`config.mk`:
```
export PLATFORM = sky130hd
export DESIGN_NAME = wave_cmd_decoder
export DESIGN_NICKNAME = d
export VERILOG_FILES = /design/src/rtl/wave_cmd_decoder.sv
export SDC_FILE = /design/constraint.sdc
export NUM_CORES = 1
export LEC_CHECK = 0
export CORE_UTILIZATION = 45
export CTS_BUF_LIST = sky130_fd_sc_hd__clkbuf_8
export CTS_CLUSTER_SIZE = 8
export DETAILED_ROUTE_END_ITERATION = 8
export PLACE_DENSITY = 0.68
export SLEW_MARGIN = 20
export SYNTH_ARGS = -nofsm -noshare
export SYNTH_HDL_FRONTEND = slang
export SYNTH_SLANG_ARGS = --single-unit
export TNS_END_PERCENT = 30
```
`constraint.sdc`:
```
create_clock -name clk -period 2.95 [get_ports clk]
set_clock_uncertainty 0.1 [all_clocks]
set_input_delay 0.4425 -clock clk [delete_from_list [all_inputs] [get_ports clk]]
set_output_delay 0.4425 -clock clk [all_outputs]
set_load 0.02 [all_outputs]
```
`src/rtl/wave_cmd_decoder.sv`:
```
`default_nettype none
// ============================================================================
// Module   : wave_cmd_decoder
// Brief    : Parses 1-3 byte command frames from the SPI client byte stream
//            and maintains the wave generator configuration registers
//            (wave select, 16-bit phase increment, 8-bit amplitude).
//            Multi-byte values commit atomically once the frame is complete;
//            a stalled partial frame is dropped by an inter-byte timeout.
//            Optional feature macro: CMD_CHECKSUM_EN (adds a trailing XOR
//            checksum byte to every non-NOP frame, checked in a CHK state).
// Revision : 1.0 - initial release
// ============================================================================
module wave_cmd_decoder #(
    parameter int unsigned TIMEOUT_CYCLES = 1000,
    parameter logic [1:0]  RESET_WAVE     = 2'd0,
    parameter logic [15:0] RESET_FREQ     = 16'd0,
    parameter logic [7:0]  RESET_AMP      = 8'hFF
) (
    input  logic        clk,
    input  logic        rst,
    input  logic [7:0]  command,
    input  logic        command_signal,
    output logic [1:0]  wave_sel,
    output logic [15:0] freq_word,
    output logic [7:0]  amplitude,
    output logic        cfg_update,
    output logic        frame_err,
    output logic        frame_active
);

    localparam int unsigned     c_TW   = $clog2(TIMEOUT_CYCLES + 1);
    localparam logic [c_TW-1:0] c_TMAX = c_TW'(TIMEOUT_CYCLES);
    localparam logic [c_TW-1:0] c_ONE  = c_TW'(1);

    localparam logic [2:0] c_ST_IDLE    = 3'd0;
    localparam logic [2:0] c_ST_FREQ_HI = 3'd1;
    localparam logic [2:0] c_ST_FREQ_LO = 3'd2;
    localparam logic [2:0] c_ST_AMP     = 3'd3;
`ifdef CMD_CHECKSUM_EN
    localparam logic [2:0] c_ST_CHK     = 3'd4;
`endif

    localparam logic [1:0] c_OP_WAVE = 2'b01;
    localparam logic [1:0] c_OP_FREQ = 2'b10;
    localparam logic [1:0] c_OP_AMP  = 2'b11;

    logic [2:0]      r_state,  w_state_nxt;
    logic [7:0]      r_hi,     w_hi_nxt;
    logic [c_TW-1:0] r_timer,  w_timer_nxt;
    logic [1:0]      r_wave,   w_wave_nxt;
    logic [15:0]     r_freq,   w_freq_nxt;
    logic [7:0]      r_amp,    w_amp_nxt;
    logic            r_upd,    w_upd_nxt;
    logic            r_err,    w_err_nxt;
    logic            r_active;
    logic            w_timeout;
`ifdef CMD_CHECKSUM_EN
    logic [1:0]      r_op,     w_op_nxt;
    logic [7:0]      r_chk,    w_chk_nxt;
    logic [7:0]      r_lo,     w_lo_nxt;
`endif

    // A frame in progress is aborted only when no byte arrives in the limit cycle
    assign w_timeout = (r_state != c_ST_IDLE) && !command_signal && (r_timer == c_TMAX);

    // Next-state, staging and commit decisions
    always_comb begin
        w_state_nxt = r_state;
        w_hi_nxt    = r_hi;
        w_wave_nxt  = r_wave;
        w_freq_nxt  = r_freq;
        w_amp_nxt   = r_amp;
        w_upd_nxt   = 1'b0;
        w_err_nxt   = 1'b0;
`ifdef CMD_CHECKSUM_EN
        w_op_nxt    = r_op;
        w_chk_nxt   = r_chk;
        w_lo_nxt    = r_lo;
`endif
        if (w_timeout) begin
            w_state_nxt = c_ST_IDLE;
            w_err_nxt   = 1'b1;
        end else if (command_signal) begin
            case (r_state)
                c_ST_IDLE: begin
`ifdef CMD_CHECKSUM_EN
                    w_op_nxt  = command[7:6];
                    w_chk_nxt = command;
                    w_lo_nxt  = {6'd0, command[1:0]};
                    case (command[7:6])
                        c_OP_WAVE: w_state_nxt = c_ST_CHK;
                        c_OP_FREQ: w_state_nxt = c_ST_FREQ_HI;
                        c_OP_AMP:  w_state_nxt = c_ST_AMP;
                        default:   w_state_nxt = c_ST_IDLE;
                    endcase
`else
                    case (command[7:6])
                        c_OP_WAVE: begin
                            w_wave_nxt = command[1:0];
                            w_upd_nxt  = 1'b1;
                        end
                        c_OP_FREQ: w_state_nxt = c_ST_FREQ_HI;
                        c_OP_AMP:  w_state_nxt = c_ST_AMP;
                        default:   w_state_nxt = c_ST_IDLE;
                    endcase
`endif
                end
                c_ST_FREQ_HI: begin
                    w_hi_nxt    = command;
                    w_state_nxt = c_ST_FREQ_LO;
`ifdef CMD_CHECKSUM_EN
                    w_chk_nxt   = r_chk ^ command;
`endif
                end
                c_ST_FREQ_LO: begin
`ifdef CMD_CHECKSUM_EN
                    w_lo_nxt    = command;
                    w_chk_nxt   = r_chk ^ command;
                    w_state_nxt = c_ST_CHK;
`else
                    w_freq_nxt  = {r_hi, command};
                    w_upd_nxt   = 1'b1;
                    w_state_nxt = c_ST_IDLE;
`endif
                end
                c_ST_AMP: begin
`ifdef CMD_CHECKSUM_EN
                    w_lo_nxt    = command;
                    w_chk_nxt   = r_chk ^ command;
                    w_state_nxt = c_ST_CHK;
`else
                    w_amp_nxt   = command;
                    w_upd_nxt   = 1'b1;
                    w_state_nxt = c_ST_IDLE;
`endif
                end
`ifdef CMD_CHECKSUM_EN
                c_ST_CHK: begin
                    w_state_nxt = c_ST_IDLE;
                    if (command == r_chk) begin
                        w_upd_nxt = 1'b1;
                        case (r_op)
                            c_OP_WAVE: w_wave_nxt = r_lo[1:0];
                            c_OP_FREQ: w_freq_nxt = {r_hi, r_lo};
                            c_OP_AMP:  w_amp_nxt  = r_lo;
                            default:   w_upd_nxt  = 1'b0;
                        endcase
                    end else begin
                        w_err_nxt = 1'b1;
                    end
                end
`endif
                default: w_state_nxt = c_ST_IDLE;
            endcase
        end
    end

    // Inter-byte timer: cleared by any byte or while idle, saturates at the limit
    always_comb begin
        w_timer_nxt = r_timer;
        if ((r_state == c_ST_IDLE) || command_signal || w_timeout) begin
            w_timer_nxt = '0;
        end else if (r_timer != c_TMAX) begin
            w_timer_nxt = r_timer + c_ONE;
        end
    end

    // State, staging, timer and configuration registers
    always_ff @(posedge clk) begin
        if (rst) begin
            r_state  <= c_ST_IDLE;
            r_hi     <= '0;
            r_timer  <= '0;
            r_wave   <= RESET_WAVE;
            r_freq   <= RESET_FREQ;
            r_amp    <= RESET_AMP;
            r_upd    <= 1'b0;
            r_err    <= 1'b0;
            r_active <= 1'b0;
`ifdef CMD_CHECKSUM_EN
            r_op     <= '0;
            r_chk    <= '0;
            r_lo     <= '0;
`endif
        end else begin
            r_state  <= w_state_nxt;
            r_hi     <= w_hi_nxt;
            r_timer  <= w_timer_nxt;
            r_wave   <= w_wave_nxt;
            r_freq   <= w_freq_nxt;
            r_amp    <= w_amp_nxt;
            r_upd    <= w_upd_nxt;
            r_err    <= w_err_nxt;
            r_active <= (w_state_nxt != c_ST_IDLE);
`ifdef CMD_CHECKSUM_EN
            r_op     <= w_op_nxt;
            r_chk    <= w_chk_nxt;
            r_lo     <= w_lo_nxt;
`endif
        end
    end

    assign wave_sel     = r_wave;
    assign freq_word    = r_freq;
    assign amplitude    = r_amp;
    assign cfg_update   = r_upd;
    assign frame_err    = r_err;
    assign frame_active = r_active;

endmodule
`default_nettype wire

```
==> metrics.md <==
| Metric | Value |
|---|---|
| Run status | finished, final reports clean |
| Worst-path fanout max | 17 |
| Port Buffer Count | 39 |
| Cell area after placement | roughly 2500 um^2 |
| Hold Path Class | reg2reg |
| Yosys reg bits | 50 |
| Total Routing Usage GR | 0.182 |
| Post-Synthesis Cells | 230 |
| Total power | between 1 and 1.5 mW |
| Die Ht | ~70 um |
| Drt drc | 0 |
| Syn_nets | approximately 240 |
| Yosys Warn Count | 0 |
| Die X-Extent | 70.4 um |
| Hold Buf Count CTS | 0 |
| Avg Cell Area, Syn | between 9 and 10 um^2 |
| Least-Margin Pin Slew | 0.574 ns |
| First-pass GRT wire length | between 7000 and 8000 um |
| Reg2reg path depth | 5 |
| Number of global-route vias before repair | 1435 |
| Sequential-to-total area share from yosys stat | 0.475 |
| Final std cells w/o fill | around 320 |
| Total negative slack | 0 ns |
| CTS resizes | 0 |
| TritonCTS Buffers | 5 |
| Crit share post-route | 0.637 |
| DR pass1 iterations | 5 |
| Core area | 4410 um^2 |
| Placed Cells | 308 |
| Area Overhead vs Synth | 22.6% |
| Clk_lat worst skew | 0.31 ns |
| Layout cell share with drive strength beyond 1 | 0.0875 |
| CP Capture Type | flip-flop |
| Power Density | about 500 nW/um^2 |
| Routed WL | about 4200 um |
| Arr. time, crit path | between 1.5 and 2 ns |
| GP Congestion | 0.779 |
| Root buf cell | clkbuf_8 |
| Iteration-0 DRC Markers | approximately 100 |
| Tmin final | around 1.9 ns |
| # rows | 24 |
| Hold Fails Final Rpt | 0 |
| Initial Util | 0.477 |
| Unrepaired setup endpoints after global routing | no |
| Post-synth EDFFs | 0 |
| Post-synth ARST share | 0 |
| Antenna Nets Post-Route | 0 |
| Post-synthesis cell type count | 45 |
| Worst setup SP type | primary input |
| Mapped cell area | about 2100 um^2 |
| Setup-failing EPs final | 0 |
| Crit Path Class | in2reg |
| Reg clk slew, reported paths | ~0.090 ns |
| Max Cap Violations | 0 |
| Hold path cells | 2 |
| Peak supply drop | roughly 0.28 mV |
| Post-CTS setup buffer count | 0 |
| Post-route cell area | around 2600 um^2 |
| Slew headroom | 0.617 |
| H-Tree Depth | 2 |
| Wire per inst | about 13 um |
| CTS tree | built |
| Remaining global-route overflow | 0 |
| Max frequency | 532 MHz |
| Routed vias | between 1.5k and 2k |
| Die area | 4960 um^2 |
| Leakage | a little over 0.9 nW |
| Nets | 276 |
| Clk sinks | 50 |
| Max Slew Vio Count | 0 |
| Worst R2R Setup Slack | around 1.2 ns |
| Inserted Diodes | 0 |
| Max clock buf depth | 2 |
| DP Wirelength | 2900 um |
| Initial antenna violation count | 0 |
| # IOs | 40 |
| Largest net degree at the start of global routing | 23 |
| Worst EP required | just over 3 ns |
| Synth Flop Type | dfxtp_1 |
| Average vias per placed instance | between 5 and 6 |
==> through the flow <==
step / hold WS, ns / setup slack (ns) / util
global route: 0.385 / 0.911 / 0.585
finish: 0.358 / 1.07 / 0.585
CTS: 0.360 / 1.08 / 0.585
detailed placement: 0.347 / 0.747 / 0.561
floorplan: 0.331 / 1.51 / -
global placement: 0.345 / 0.781 / 0.561
==> placed cells by master (no fill, tap or decap), types with 3 or more instances in the layout <==
master / synthesis / layout
nor2_1: 12 / 12
buf_4: 4 / 3
o21ai_0: 4 / 4
a21oi_1: 21 / 21
nand3_1: 8 / 8
dfxtp_1: 50 / 50
nor3_1: 5 / 5
clkdlybuf4s50_1: 0 / 39
clkbuf_8: 0 / 5
nand3b_1: 8 / 8
nand2_1: 50 / 50
mux2i_1: 8 / 8
inv_1: 5 / 5
==> cells in the mapped netlist, types with 2 or more instances <==
| library cell | count | share of area |
|---|---|---|
| nor3_1 | 5 | 0.012 |
| a211oi_1 | 2 | 0.0071 |
| nor2b_1 | 2 | 0.0059 |
| a32oi_1 | 2 | 0.0083 |
| buf_4 | 4 | 0.014 |
| nand2b_1 | 2 | 0.0059 |
| inv_1 | 5 | 0.0089 |
| nand4_1 | 2 | 0.0059 |
| buf_2 | 2 | 0.0048 |
| and4bb_2 | 2 | 0.012 |
| nor2_1 | 12 | 0.021 |
| a211oi_2 | 2 | 0.012 |
| dfxtp_1 | 50 | 0.48 |
| o221a_2 | 2 | 0.011 |
| nand3_1 | 8 | 0.019 |
| buf_6 | 4 | 0.021 |
| nand2_1 | 50 | 0.089 |
| mux2i_1 | 8 | 0.038 |
| ha_1 | 2 | 0.012 |
| and2_1 | 2 | 0.0059 |
| a21oi_1 | 21 | 0.050 |
| o21ai_0 | 4 | 0.0095 |
| clkbuf_1 | 5 | 0.0089 |
| or3_1 | 2 | 0.0059 |
| nand3b_1 | 8 | 0.029 |
| nor3_2 | 2 | 0.0095 |
| xor2_1 | 2 | 0.0083 |
==> worst max-delay path, stage by stage <==
cell and delay, ns:
clkdlybuf4s50_1 0.77, and4bb_2 0.49, mux2i_1 0.23, nor2_1 0.05
==> flip-flops by register name, summed over array words and instances (netlist names) <==
signal,cells
r_timer,10
r_state,3
freq_word,16
wave_sel,2
amplitude,8
frame_err,1
cfg_update,1
frame_active,1
r_hi,8
==> metal layers <==
metal / track usage / up-vias / part of all wire
met2: 0.247 / 37 / 0.41
li1: - / 859 / -
met5: 0 / - / 0
met3: 0.0491 / 4 / 0.047
met1: 0.271 / 762 / 0.53
met4: 0.0667 / 0 / 0.0085
==> report_power, final <==
part	leakage, nW	total, mW	internal [mW]	switching [mW]
clock	0.0542	0.475	0.250	0.226
combinational	0.447	0.0935	0.0441	0.0494
sequential	0.404	0.695	0.685	0.00964
==> layout make-up <==
class                   count  area (um^2)
well taps                  52         65.1
repair buffers             42          413
fillers                   386         1830
inverters                   5         18.8
clock inverters             2         38.8
flip-flops and latches     50         1000
clock buffers               5         68.8
multi-input cells         159          978
==> kinds of logic after synthesis <==
| kind of cell | synth area share |
|---|---|
| and+or+nand+nor | 0.280 |
| DFF | 0.475 |
| AOI/OAI and AO/OA | 0.117 |
| buffers and inverters | 0.0606 |
| muxes | 0.0434 |
| xor gates and xnor gates | 0.0125 |
| adders and majority gates | 0.0119 |
==> path summary, 6_finish.rpt <==
path	from	end
setup / recovery	command_signal	r_hi[0]
hold / removal	freq_word[10]	freq_word[10]
setup reg to reg	r_timer[0]	r_state[1]
hold reg to reg	freq_word[10]	freq_word[10]
(Power assumes the default switching activity.)
==> variant 1: new RTL, same flow settings <==
`RESET_AMP`: 8'hFF -> 8'hBF.
--- a/src/rtl/wave_cmd_decoder.sv
+++ b/src/rtl/wave_cmd_decoder.sv
@@ -16,3 +16,3 @@
     parameter logic [15:0] RESET_FREQ     = 16'd0,
-    parameter logic [7:0]  RESET_AMP      = 8'hFF
+    parameter logic [7:0]  RESET_AMP      = 8'hBF
 ) (
Check against the original RTL: not equivalent (Yosys sat finds a counterexample within 4 cycles, from zero or initial values and one cycle with rst high).
==> variant 1 against the original RTL <==
Sequential cell count is the same; routed wire length shrank 2.3%; die area about the same; count of clock-buffer cells in the layout up 1; largest cell class unchanged; total power fell by 3.8%; hold slack worse by 0.00069 ns; design area fell by 0.68%; cell count did not move; area after synthesis about the same; setup slack got worse by 0.015 ns.
==> variant 1: results (changes against the original RTL) <==
- Share of async-settable or async-resettable flops after synthesis: 0% (unchanged)
- Largest net degree at the start of global routing: 32 (was 23)
- Root buf cell: clkbuf_8 (unchanged)
- Yosys warning count: 0 (unchanged)
- Vias/cell: 5.25 (was 5.28)
- Post-synth EDFFs: 0 (unchanged)
- # resized after CTS: 0 (unchanged)
- Seq/Total Area, Yosys: 47.5% (about the same)
- Vias in the first global route: 1466 (was 1435)
- Clock transition at path regs: 0.10 ns
- Met3 GRT Util: 5.19% (was 4.91%)
- H-tree Lvls: 2 (unchanged)
- Ant diodes: 0 (unchanged)
- FILL cells: 414 (was 386)
- Gr usage total: 17.8% (was 18.2%)
- Multiplexer area fraction after synthesis: 4.34% (was 4.33%)
- Clk buf depth: 2 (unchanged)
- Ys flop type: dfxtp_1 (unchanged)
- Adder-cell share of the synthesized area: 1.19% (about the same)
- Critical Path AT: 1.99 ns
- First DRT Iteration DRCs: 106 (was 103)
- First-pass GRT wire length: 6980 µm (was 7010 µm)
- Crit-path max FO: 17 (unchanged)
- Slowest-stage cell, CP: clkdlybuf4s50_1 (unchanged)
- CTS Buf Count: 5 (unchanged)
- DP HPWL: 2840 µm (was 2900 µm)
- Routing usage on met2: 24.4% (was 24.7%)
- Min-Delay Path Class: register to register (unchanged)
- Final WL: 4130 µm (was 4220 µm)
- Netlist cell types: 45 (unchanged)
- Post-synth top cells: dfxtp_1, nand2_1, a21oi_1 (unchanged)
- Antenna violations before repair: 0 (unchanged)
- VDD IR max: 0.257 mV (was 0.277 mV)
- PortBufs: 39 (unchanged)
- Crit path largest cell delay: 0.77 ns (about the same)
- Max FFs per register: 16 (unchanged)
- Placer Congestion: 0.766 (was 0.779)
- Met1 Use GR: 25.8% (was 27.1%)
- Post-synthesis xor/xnor area fraction: 1.25% (about the same)
- Top cells by area, synth: dfxtp_1, nand2_1, a21oi_1 (unchanged)
- Layout cells sized above 1: 8.75% (unchanged)
- Slew margin rel.: 59.9% (was 61.7%)
- Worst-Skew Late Latency: 0.30 ns
- Layout Nets: 275 (was 276)
- Largest area contributor in the netlist: dfxtp_1 (unchanged)
- Postcts setup bufs: 0 (unchanged)
- Syn_nets: 243 (unchanged)
- # setup viols final: 0 (unchanged)
- Drt first pass iters: 4 (was 5)
- Status: finished, final reports clean (unchanged)
- LEAKAGE: 0.890 nW (was 0.906 nW)
- Compound-cell area share of the yosys netlist: 11.9% (was 11.7%)
==> variant 1: cell count changes after synthesis, sizes merged <==
| cell | before | now |
|---|---|---|
| nand3b | 8 | 7 |
| clkbuf | 6 | 5 |
| buf | 10 | 11 |
| a21oi | 21 | 22 |
==> variant 1: power by group <==
group          internal, mW  switching, mW
Combinational        0.0429         0.0485
Sequential            0.685        0.00985
Clock                 0.193          0.236
Total                 0.921          0.295
==> variant 1: worst paths after layout <==
| kind | startpoint | end | slack, ns | depth (start not counted) |
|---|---|---|---|---|
| max | command_signal | r_hi[2] | 1.06 | 4 |
| min | amplitude[6] | amplitude[6] | 0.36 | 2 |
| max reg2reg | r_timer[0] | r_state[1] | 1.17 | 5 |
| min reg2reg | amplitude[6] | amplitude[6] | 0.36 | 2 |
==> variant 1: layer usage <==
metal	share of wire [%]	vias to the layer above
li1	-	858
met1	52	762
met2	42	30
met3	4.7	5
met4	1.6	0
met5	0	-
==> variant 1: metrics by stage <==
stage                     instance area (µm²)  cells  hold WS [ns]  setup WS [ns]  power, mW
final                                    2570    315         0.358           1.06       1.22
after detailed placement                 2470    307         0.346          0.734      0.802
after global routing                     2570    315         0.386          0.927       1.27
after floorplan                          2110    230         0.331           1.51      0.765
after global placement                   2470    307         0.342          0.779      0.802
after CTS                                2570    315         0.359           1.06       1.23
==> variant 1: final cells by class <==
cell class	instances	area share, %
flip-flops and latches	50	39.0
multi-input cells	159	38.0
repair buffers	41	15.8
clock buffers	6	3.22
well taps	52	2.54
inverters	5	0.731
clock inverters	2	0.683
==> variant 1: worst max-delay path: cells and delay by family <==
family / cells / cell delay (ns)
and+or+nand+nor: 2 / 0.55
muxes: 1 / 0.23
buffers and inverters: 1 / 0.77
==> variant 2: new RTL, config.mk and constraints unchanged <==
Made on the original files. Remove the register `r_err`: a continuous assignment takes its place, so the output `frame_err` follows one clock earlier.
--- a/src/rtl/wave_cmd_decoder.sv
+++ b/src/rtl/wave_cmd_decoder.sv
@@ -177,3 +177,2 @@
             r_upd    <= 1'b0;
-            r_err    <= 1'b0;
             r_active <= 1'b0;
@@ -192,3 +191,2 @@
             r_upd    <= w_upd_nxt;
-            r_err    <= w_err_nxt;
             r_active <= (w_state_nxt != c_ST_IDLE);
@@ -201,2 +199,4 @@
     end
+
+    assign r_err = w_err_nxt;
 
Check against the original RTL: no difference found for any inputs over 10 cycles, from zero or initial values and one cycle with rst high; that may be too few to reach the edited logic, so the function may still have changed.
==> variant 2 against the original RTL <==
Synthesized cell count shrank 0.43%; sequential cell count shrank 1; design area shrank 1.5%; sequential share of layout area shrank 0.18 points; via count shrank 1.0%; routed wire length shrank 2.2%; die area shrank 1.3%; total power shrank 7.2%; area after synthesis shrank 1.4%; setup slack lost 0.69 ns; critical path type is now register to primary output; fmax shrank 27%; critical path depth grew 2.
==> variant 2: results (changes against the original RTL) <==
- First-pass GRT wire length: 7090 µm (was 7010 µm)
- Hold slack: 0.354 ns (was 0.358 ns)
- R2R depth: 6 (was 5)
- Crit-path max FO: 6 (was 17)
- Slew margin rel.: 63.4% (was 61.7%)
- DP HPWL: 2880 µm (was 2900 µm)
- H-tree Lvls: 2 (unchanged)
- Beginning of the worst hold path: r_hi[7] (was freq_word[10])
- Worst r2r src: r_timer[0] (unchanged)
- Post-synth EDFFs: 0 (unchanged)
- Syn_nets: 242 (was 243)
- # resized after CTS: 0 (unchanged)
- CTS Buf Count: 5 (unchanged)
- Layout Nets: 276 (unchanged)
- Layout cells sized above 1: 8.71% (was 8.75%)
- Placer Congestion: 0.812 (was 0.779)
- Hold endpoint: freq_word[15] (was freq_word[10])
- Worst-Skew Late Latency: 0.30 ns
- Seq/Total Area, Yosys: 47.2% (was 47.5%)
- Antenna violations before repair: 0 (unchanged)
- Reg2reg setup slack: 1.31 ns (was 1.16 ns)
- DR WL/cell: 13.1 µm (was 13.4 µm)
- Top cells by area, synth: dfxtp_1, nand2_1, a21oi_1 (unchanged)
- First DRT Iteration DRCs: 140 (was 103)
- Postcts setup bufs: 0 (unchanged)
- Largest net degree at the start of global routing: 27 (was 23)
- Worst R2R End: r_state[1] (unchanged)
- FILL cells: 404 (was 386)
- Max FFs per register: 16 (unchanged)
- Post-synth top cells: nand2_1, dfxtp_1, a21oi_1 (was dfxtp_1, nand2_1, a21oi_1)
- VDD IR max: 0.386 mV (was 0.277 mV)
- Psw: 0.288 mW (was 0.285 mW)
- Vias in the first global route: 1502 (was 1435)
- Gr usage total: 18.2% (about the same)
- Status: finished, final reports clean (unchanged)
- Vias/cell: 5.21 (was 5.28)
- Clk buf depth: 2 (unchanged)
- Drt first pass iters: 4 (was 5)
- Pre-CTS setup slack: 0.512 ns (was 0.747 ns)
- Hold Path Cell Cnt: 2 (unchanged)
- Critical Path AT: 2.02 ns (was 1.98 ns)
- LEAKAGE: 0.893 nW (was 0.906 nW)
-- variant 2: area by class of cell --
type / count / area [µm²] / share of cell area, %
timing repair buffer: 43 / 420 / 16.5
inverter: 5 / 18.8 / 0.738
clock buffer: 5 / 68.8 / 2.71
clock inverter: 3 / 21.3 / 0.836
multi-input combinational: 159 / 968 / 38.1
tap: 52 / 65.1 / 2.56
sequential: 49 / 981 / 38.6
-- variant 2: worst max-delay path, stage by stage, from the launching register on --
cell and delay, ns:
dfxtp_1 0.35, inv_1 0.07, ha_1 0.14, and4bb_4 0.25, nor3b_4 0.18, and2_1 0.14, clkdlybuf4s50_1 0.59
-- variant 2: how the worst max path moves through the flow --
stage | startpoint | to | depth (start not counted) | slack, ns
floorplan | r_timer[0] | frame_err | 6 | 1.06
global placement | command_signal | frame_err | 4 | 0.52
detailed placement | command_signal | frame_err | 4 | 0.51
CTS | r_timer[0] | frame_err | 6 | 0.36
global route | r_timer[0] | frame_err | 6 | 0.25
finish | r_timer[0] | frame_err | 6 | 0.38
-- variant 2: metrics by stage --
| stage | instances | cell area (µm²) | power, mW |
|---|---|---|---|
| after floorplan | 229 | 2080 | 0.753 |
| after global placement | 308 | 2450 | 0.791 |
| after detailed placement | 308 | 2450 | 0.791 |
| after CTS | 316 | 2540 | 1.19 |
| after global routing | 316 | 2540 | 1.22 |
| final | 316 | 2540 | 1.17 |
-- variant 2: logic make-up (layout without fill, tap and decap cells) --
| kind of cell | Yosys count | after routing | synth area share (%) |
|---|---|---|---|
| AND/OR/NAND/NOR | 107 | 107 | 27.9 |
| multiplexers | 9 | 9 | 4.40 |
| XOR/XNOR | 3 | 3 | 1.26 |
| buffers and inverters | 21 | 56 | 6.20 |
| flip-flops | 49 | 49 | 47.2 |
| adder cells (fa/ha/maj) | 2 | 2 | 1.20 |
| AO/OA/AOI/OAI | 38 | 38 | 11.9 |
-- variant 2: per-layer routing --
layer | routed length [µm] | track usage, % | up-vias | share of wire, %
met5 | 0 | 0 | - | 0
met4 | 53 | 6.67 | 0 | 1.3
met3 | 146 | 3.90 | 6 | 3.5
met2 | 1840 | 28.2 | 31 | 44
met1 | 2090 | 25.0 | 752 | 51
li1 | - | - | 856 | -
-- variant 2: power by group through the flow --
| stage | combinational, mW | clock (mW) | sequential (mW) |
|---|---|---|---|
| 2_1_floorplan | 0.0534 | 0 | 0.699 |
| 3_3_place_gp | 0.0947 | 0 | 0.696 |
| 3_5_place_dp | 0.0948 | 0 | 0.697 |
| 4_1_cts | 0.0953 | 0.411 | 0.681 |
| 5_1_grt | 0.103 | 0.434 | 0.683 |
| 6_report | 0.0953 | 0.397 | 0.681 |
